===== config.mk =====
export PLATFORM = sky130hd
export DESIGN_NAME = if_fetch_unit
export DESIGN_NICKNAME = d
export VERILOG_FILES = /design/src/rtl/if_fetch_unit.sv
export SDC_FILE = /design/constraint.sdc
export NUM_CORES = 1
export LEC_CHECK = 0
export CAP_MARGIN = 40
export CORE_ASPECT_RATIO = 0.6
export CORE_MARGIN = 5
export CORE_UTILIZATION = 45
export DETAILED_ROUTE_END_ITERATION = 8
export GPL_ROUTABILITY_DRIVEN = 0
export HOLD_SLACK_MARGIN = 0.1
export PLACE_DENSITY_LB_ADDON = 0.05
export SLEW_MARGIN = 20
export SYNTH_ARGS = -nofsm -noshare
export SYNTH_HDL_FRONTEND = slang
export SYNTH_SLANG_ARGS = --single-unit
export TNS_END_PERCENT = 20

===== constraint.sdc =====
create_clock -name clk -period 2.5 [get_ports clk]
set_input_delay 0.5 -clock clk [delete_from_list [all_inputs] [get_ports clk]]
set_output_delay 0.5 -clock clk [all_outputs]
set_load 0.02 [all_outputs]

===== src/rtl/if_fetch_unit.sv =====
// if_fetch_unit
// Instruction-fetch stage. Owns the PC, issues one instruction-memory request
// at a time and presents the fetched word to the IF/ID register. A bubble is
// all-zero inst/pc/pc4 with IF_valid low. flush redirects fetch to redirect_pc
// and overrides stall. A response that was already in flight when the flush
// arrived is marked for discard and is never delivered.
module if_fetch_unit #(
    parameter logic [31:0] RESET_PC = 32'h0000_0000
) (
    input  logic        clk,
    input  logic        rst_n,
    input  logic        stall,
    input  logic        flush,
    input  logic [31:0] redirect_pc,
    output logic        imem_req,
    output logic [31:0] imem_addr,
    input  logic        imem_rvalid,
    input  logic [31:0] imem_rdata,
    output logic [31:0] IF_inst,
    output logic [31:0] IF_pc,
    output logic [31:0] IF_pc4,
    output logic        IF_valid
);

    localparam logic [31:0] WORD_MASK = 32'hFFFF_FFFC;

    typedef enum logic [1:0] {
        FETCH = 2'd0,
        WAIT  = 2'd1,
        HOLD  = 2'd2
    } state_t;

    state_t      state;
    state_t      state_next;
    logic [31:0] pc_r;
    logic [31:0] pc_next;
    logic [31:0] inst_buf;
    logic [31:0] inst_buf_next;
    logic        discard;
    logic        discard_next;
    logic [31:0] pc_plus4;
    logic [31:0] redirect_aligned;

    assign pc_plus4         = pc_r + 32'd4;
    assign redirect_aligned = redirect_pc & WORD_MASK;

    // State and datapath registers; rst_n is an active-high asynchronous reset.
    always_ff @(posedge clk or posedge rst_n) begin
        if (rst_n) begin
            state    <= FETCH;
            pc_r     <= RESET_PC;
            inst_buf <= '0;
            discard  <= 1'b0;
        end else begin
            state    <= state_next;
            pc_r     <= pc_next;
            inst_buf <= inst_buf_next;
            discard  <= discard_next;
        end
    end

    // Next-state logic: a flush redirects the PC and forgets any in-flight fetch.
    always_comb begin
        state_next    = state;
        pc_next       = pc_r;
        inst_buf_next = inst_buf;
        discard_next  = discard;
        if (flush) begin
            pc_next    = redirect_aligned;
            state_next = FETCH;
            case (state)
                WAIT: begin
                    // A response landing in the flush cycle is simply dropped;
                    // otherwise the one still in flight must be thrown away later.
                    discard_next = ~imem_rvalid;
                end
                FETCH: begin
                    if (imem_rvalid) begin
                        discard_next = 1'b0;
                    end
                end
                HOLD: begin
                    inst_buf_next = '0;
                end
                default: begin
                end
            endcase
        end else begin
            case (state)
                FETCH: begin
                    // While a stale response is outstanding no new request may
                    // go out, so wait here until it drains.
                    if (discard) begin
                        if (imem_rvalid) begin
                            discard_next = 1'b0;
                        end
                    end else begin
                        state_next = WAIT;
                    end
                end
                WAIT: begin
                    if (imem_rvalid) begin
                        if (discard) begin
                            discard_next = 1'b0;
                            state_next   = FETCH;
                        end else begin
                            inst_buf_next = imem_rdata;
                            state_next    = HOLD;
                        end
                    end
                end
                HOLD: begin
                    // IF/ID takes the instruction at this edge; the sequential
                    // request has already been issued in this cycle.
                    if (!stall) begin
                        pc_next    = pc_plus4;
                        state_next = WAIT;
                    end
                end
                default: begin
                    state_next = FETCH;
                end
            endcase
        end
    end

    // Output decode: memory request strobe and the IF/ID-facing instruction view.
    always_comb begin
        imem_req  = 1'b0;
        imem_addr = '0;
        IF_inst   = '0;
        IF_pc     = '0;
        IF_pc4    = '0;
        IF_valid  = 1'b0;
        if (!rst_n && !flush) begin
            case (state)
                FETCH: begin
                    if (!discard) begin
                        imem_req  = 1'b1;
                        imem_addr = pc_r & WORD_MASK;
                    end
                end
                HOLD: begin
                    IF_valid = 1'b1;
                    IF_inst  = inst_buf;
                    IF_pc    = pc_r;
                    IF_pc4   = pc_plus4;
                    if (!stall) begin
                        imem_req  = 1'b1;
                        imem_addr = pc_plus4 & WORD_MASK;
                    end
                end
                default: begin
                end
            endcase
        end
    end

endmodule


## Yosys cells after proc, flatten, opt, wreduce, memory -nomap -nowiden

Cells that the tools add are included.

- Flip-flop bits (word level): 67
- Bits in latches: 0
- Memory bits (writable): 0
- ROM bits: 0
- Output and inout port bits: 130
- Word-level logic and storage cells: 61
- Memories: 0

- $add $sub $neg: 1
- $mul: 0
- Divide/modulo/power cells: 0
- Magnitude comparators: 0
- Eq/ne operators: 8
- Shifts and indexed selects: 0
- Muxes and demuxes: 36
- Bitwise operators: 1
- Reductions and logical operators: 11

Operators by type and width:

| cell | count |
|---|---|
| 2-to-1 mux 32 bit | 17 |
| one-hot mux 32 bit (2 select lines) | 1 |
| adder 32 x 3 -> 32 bit, second input constant | 1 |
| 2-to-1 mux 2 bit | 5 |
| 2-to-1 mux 1 bit | 9 |
| != test 3 bit, second input constant | 3 |
| nonzero test 2 bit | 4 |
| one-hot mux 1 bit (2 select lines) | 3 |
| one-hot mux 2 bit (3 select lines) | 1 |
| != test 2 x 1 -> 1 bit, second input constant | 2 |
| AND reduction 4 bit | 1 |
| AND reduction 3 bit | 1 |
| equality test 2 x 1 -> 1 bit, second input constant | 1 |
| equality test 2 bit, second input constant | 1 |
| zero test 1 bit | 2 |
| zero test 2 bit | 1 |
| != test 2 bit, second input constant | 1 |
| AND reduction 2 bit | 1 |
| logical AND 1 bit | 1 |
| NOT 1 bit | 1 |

## Depth between registers and ports, before layout

- Word-level depth: 4
- Mapped depth: 8
- Mapped depth without buffers: 6

## Worst setup path after synthesis

Ideal clock, no wire load.

- Path kind: input-to-output
- From: input stall
- To: output imem_addr[12]
- Data arrival time: 2.075 ns
- Data required time: 2.000 ns
- Slack: -0.075 ns
- Cell stages on the path: 5
- Buffers on the path: 1
- Path through: or3b_1 -> buf_6 -> nor4_4 -> a31oi_1 -> a211oi_1

- Word-level cells in the longest chain between the ends: 3

RTL lines:

| element | line | text |
|---|---|---|
| from (decl) | 12 | `input logic stall,` |
| 2-to-1 mux 32 bit | 148 | `if (!stall) begin` |
| one-hot mux 32 bit (2 select lines) | 136 | `case (state)` |
| 2-to-1 mux 32 bit | 135 | `if (!rst_n && !flush) begin` |
| to (decl) | 16 | `output logic [31:0] imem_addr,` |

No other way between the ends.

## Worst setup path after layout

- From: register pc_r[3]
- To: output imem_addr[23]

- Word-level cells in the longest chain between the ends: 4

RTL lines:

| element | line | text |
|---|---|---|
| from (decl) | 35 | `logic [31:0] pc_r;` |
| from (signal assigned) | 56 | `pc_r <= pc_next;` |
| adder 32 x 3 -> 32 bit | 44 | `assign pc_plus4 = pc_r + 32'd4;` |
| 2-to-1 mux 32 bit | 148 |  |
| one-hot mux 32 bit (2 select lines) | 136 |  |
| 2-to-1 mux 32 bit | 135 |  |

No other way between the ends.

==> flow_metrics.tcl <==
set metrics [dict create \
    status "complete, but fails checks" \
    violations "setup timing" \
    firstDrtPassIters 5 \
    dieWidth_um 147 \
    ctsHoldBuffers 0 \
    critPathKind "flop to output pin" \
    ys_seq_area_share_pct 32.0 \
    wl_met3_mm 2.43 \
    fin_ws_ns -0.249 \
    diodes 0 \
    numPortBuffers 190 \
    cts_tree "yes" \
    grt_use_total_pct 29.8 \
    worst_hold_slack_ns 0.468 \
    start_util_pct 45.5 \
    rows 30 \
    drt_wl_total_mm 22.0 \
    slew_headroom_pct 53.8 \
    syn_to_final_growth_pct 70.4 \
    synth_async_sr_flop_share_pct 100 \
    ir_drop_uv 385 \
    cp_top_family "simple AND/OR/NAND/NOR gates" \
    grt_pass1_wl_mm 32.7 \
    drtIter0Drc 528 \
    fin_cells 1126 \
    rsz0062_at_grt "yes" \
    hold_viol_final 0 \
    cts-root-buf "clkbuf_16" \
    antenna_found_initial 0 \
    drive_above_1_share_pct 39.2 \
    crit_buf_inv 4 \
    crit_fanout 4 \
    drv_cap 0 \
    timing.fmax_mhz 364 \
    timing.final.crit_share_pct 110 \
    ys_ff_latch 65 \
    grt_max_degree 71 \
    cp.required_ns 2.00 \
    hp-class "flop to flop" \
    power.total_w 0.00369 \
    htreeDepth 3 \
    avgSynthCellArea_um2 7.48 \
    final_util_pct 77.6 \
    viasPerCell 5.74 \
    critPathMaxStageDelay_ns 0.42 \
    vias 6460 \
    num-nets-final 1047 \
    synth_cells 679 \
    synth.cell_area_um2 5080 \
    wl_met2_mm 9.86 \
    dp.cells 1075 \
    dp_hpwl_mm 14.2 \
    synth_ff_type "dfrtp_1" \
    insertion_delay_ns 0.34 \
    m1WireLength_mm 9.07 \
    tightest_slew_ns 0.693 \
    cp_cell_sequence "buf_6, nand4_1, buf_4, nor2_4, buf_6, nand4_1, or3_1, o21ai_1, buf_4" \
    crit_arrival_ns 2.25 \
    clock-sinks 65 \
    die_h_um 92.3 \
    dp_slack_ns -0.898 \
    clockBufferDepth 2 \
    startpoint_type "flop" \
    top_layer "met4" \
    finalSetupViolations 40 \
    power.leakage_nw 4.09 \
    finClkSkew_ns 0.00504 \
    synth_edf_count 0 \
    critPathCaptureType "output pin" \
    cts.clk_slew.worst_paths_ns 0.06 \
    grt_overflow 0 \
    remaining_drc_errors 0 \
    powerDensity_nw_per_um2 427 \
    core_um2 11100 \
    ant_nets 0 \
    slew_viol_final 0 \
    ioPinCount 199 \
    critical_path.slowest_cell "dfrtp_2" \
    numCtsBuffers 9 \
    wl_per_cell_um 19.6 \
    first_global_vias 6301 \
    dieArea_um2 13600 \
    period_needed_ns 2.75 \
    yosys.cell_types.count 50 \
    ys_warn_count 0 \
]
==> through the flow <==
stage	setup TNS (ns)	area, um2
6_report	-2.83	8650
5_1_grt	-6.91	8650
4_1_cts	-1.52	8530
3_5_place_dp	-72.61	7910
3_3_place_gp	-68.84	7910
2_1_floorplan	-0.0856	5100
==> worst min-delay path, cell delays in order, from the launching register on <==
cell     delay (ns)
dfrtp_1        0.33
nand2_1        0.04
o21ai_0        0.05
==> cell type report <==
class                   instances  area [um2]
clock buffers                  10         229
clock inverters                 6        43.8
fillers                       790        2490
inverters                      10        37.5
multi-input cells             531        3510
flip-flops and latches         65        1630
well taps                     144         180
repair buffers                360        3020
==> cell families (layout without fill, tap and decap cells) <==
family	after synthesis	in the layout	synth area share (%)
buffers and inverters	88	386	8.16
AOI/OAI and AO/OA	139	139	15.3
adders and majority gates	1	1	0.246
and+or+nand+nor	330	330	34.7
other	1	6	0.0739
DFF	65	65	32.0
xor gates and xnor gates	54	54	9.31
muxes	1	1	0.197
==> sequential cells by signal, indices dropped and copies added, names as in the netlist <==
name      count
pc_r         30
inst_buf     32
state         2
discard       1
==> layer usage <==
metal	track usage, %	vias to the layer above
li1	-	2910
met1	40.6	3031
met2	46.7	431
met3	8.25	88
met4	8.37	0
met5	0	-
==> synthesized netlist by cell type, types with 2 or more instances <==
library cell / instances / area share (%)
nand2_1: 96 / 7.1
o21ai_0: 75 / 7.4
dfrtp_1: 65 / 32
and3_1: 61 / 7.5
nor2_1: 61 / 4.5
clkbuf_1: 41 / 3.0
nand2b_1: 32 / 3.9
xor2_1: 30 / 5.2
a31oi_1: 24 / 3.0
xnor2_1: 24 / 4.1
buf_2: 22 / 2.2
a21oi_1: 19 / 1.9
nand4_1: 19 / 2.3
nand3_1: 17 / 1.7
buf_4: 10 / 1.5
inv_1: 10 / 0.74
or3_1: 7 / 0.86
nor3_1: 6 / 0.59
nor3_2: 4 / 0.79
nor4_1: 4 / 0.49
o21ai_1: 4 / 0.39
o31ai_1: 4 / 0.59
and2_1: 3 / 0.37
clkbuf_2: 3 / 0.30
nand3_2: 3 / 0.59
nor4_4: 3 / 1.3
a211oi_1: 2 / 0.30
a21o_1: 2 / 0.30
a311oi_1: 2 / 0.35
a41oi_1: 2 / 0.35
and4_1: 2 / 0.35
buf_6: 2 / 0.44
nand4_2: 2 / 0.49
nor4_2: 2 / 0.49
==> report_power, final <==
group | internal [W] | switching (W) | total [W]
clock | 0.000674 | 0.000496 | 0.00117
sequential | 0.00125 | 0.000125 | 0.00138
combinational | 0.000526 | 0.000623 | 0.00115
total | 0.00245 | 0.00124 | 0.00369
==> worst paths after layout <==
check	start	end	slack, ns	depth (start not counted)
hold / removal	inst_buf[8]	inst_buf[8]	0.47	2
max in group asynchronous	rst_n	pc_r[9]	1.49	4
min in group asynchronous	rst_n	pc_r[21]	0.59	4
setup reg to reg	state[1]	pc_r[18]	0.46	7
hold reg to reg	inst_buf[8]	inst_buf[8]	0.47	2
setup / recovery	pc_r[3]	imem_addr[23]	-0.25	9
==> cell usage in the layout, fill, tap and decap left out, drive strengths merged, types with 20 or more instances in the layout <==
cell type      count
buf              230
nand2             96
o21ai             79
dfrtp             65
clkdlybuf4s50     63
clkbuf            63
nor2              62
and3              61
nand2b            32
xor2              30
a31oi             24
xnor2             24
nand4             21
nand3             20
==> timing repair <==
action / 4_1_cts / 5_1_grt
pin swaps: 31 / 27
setup buffers: 17 / 15
gates cloned: 2 / 1
hold endpoints to repair: 0 / 0
resized for setup: 497 / 146
endpoints found under the setup margin: 124 / 123
(Power assumes the default switching activity.)
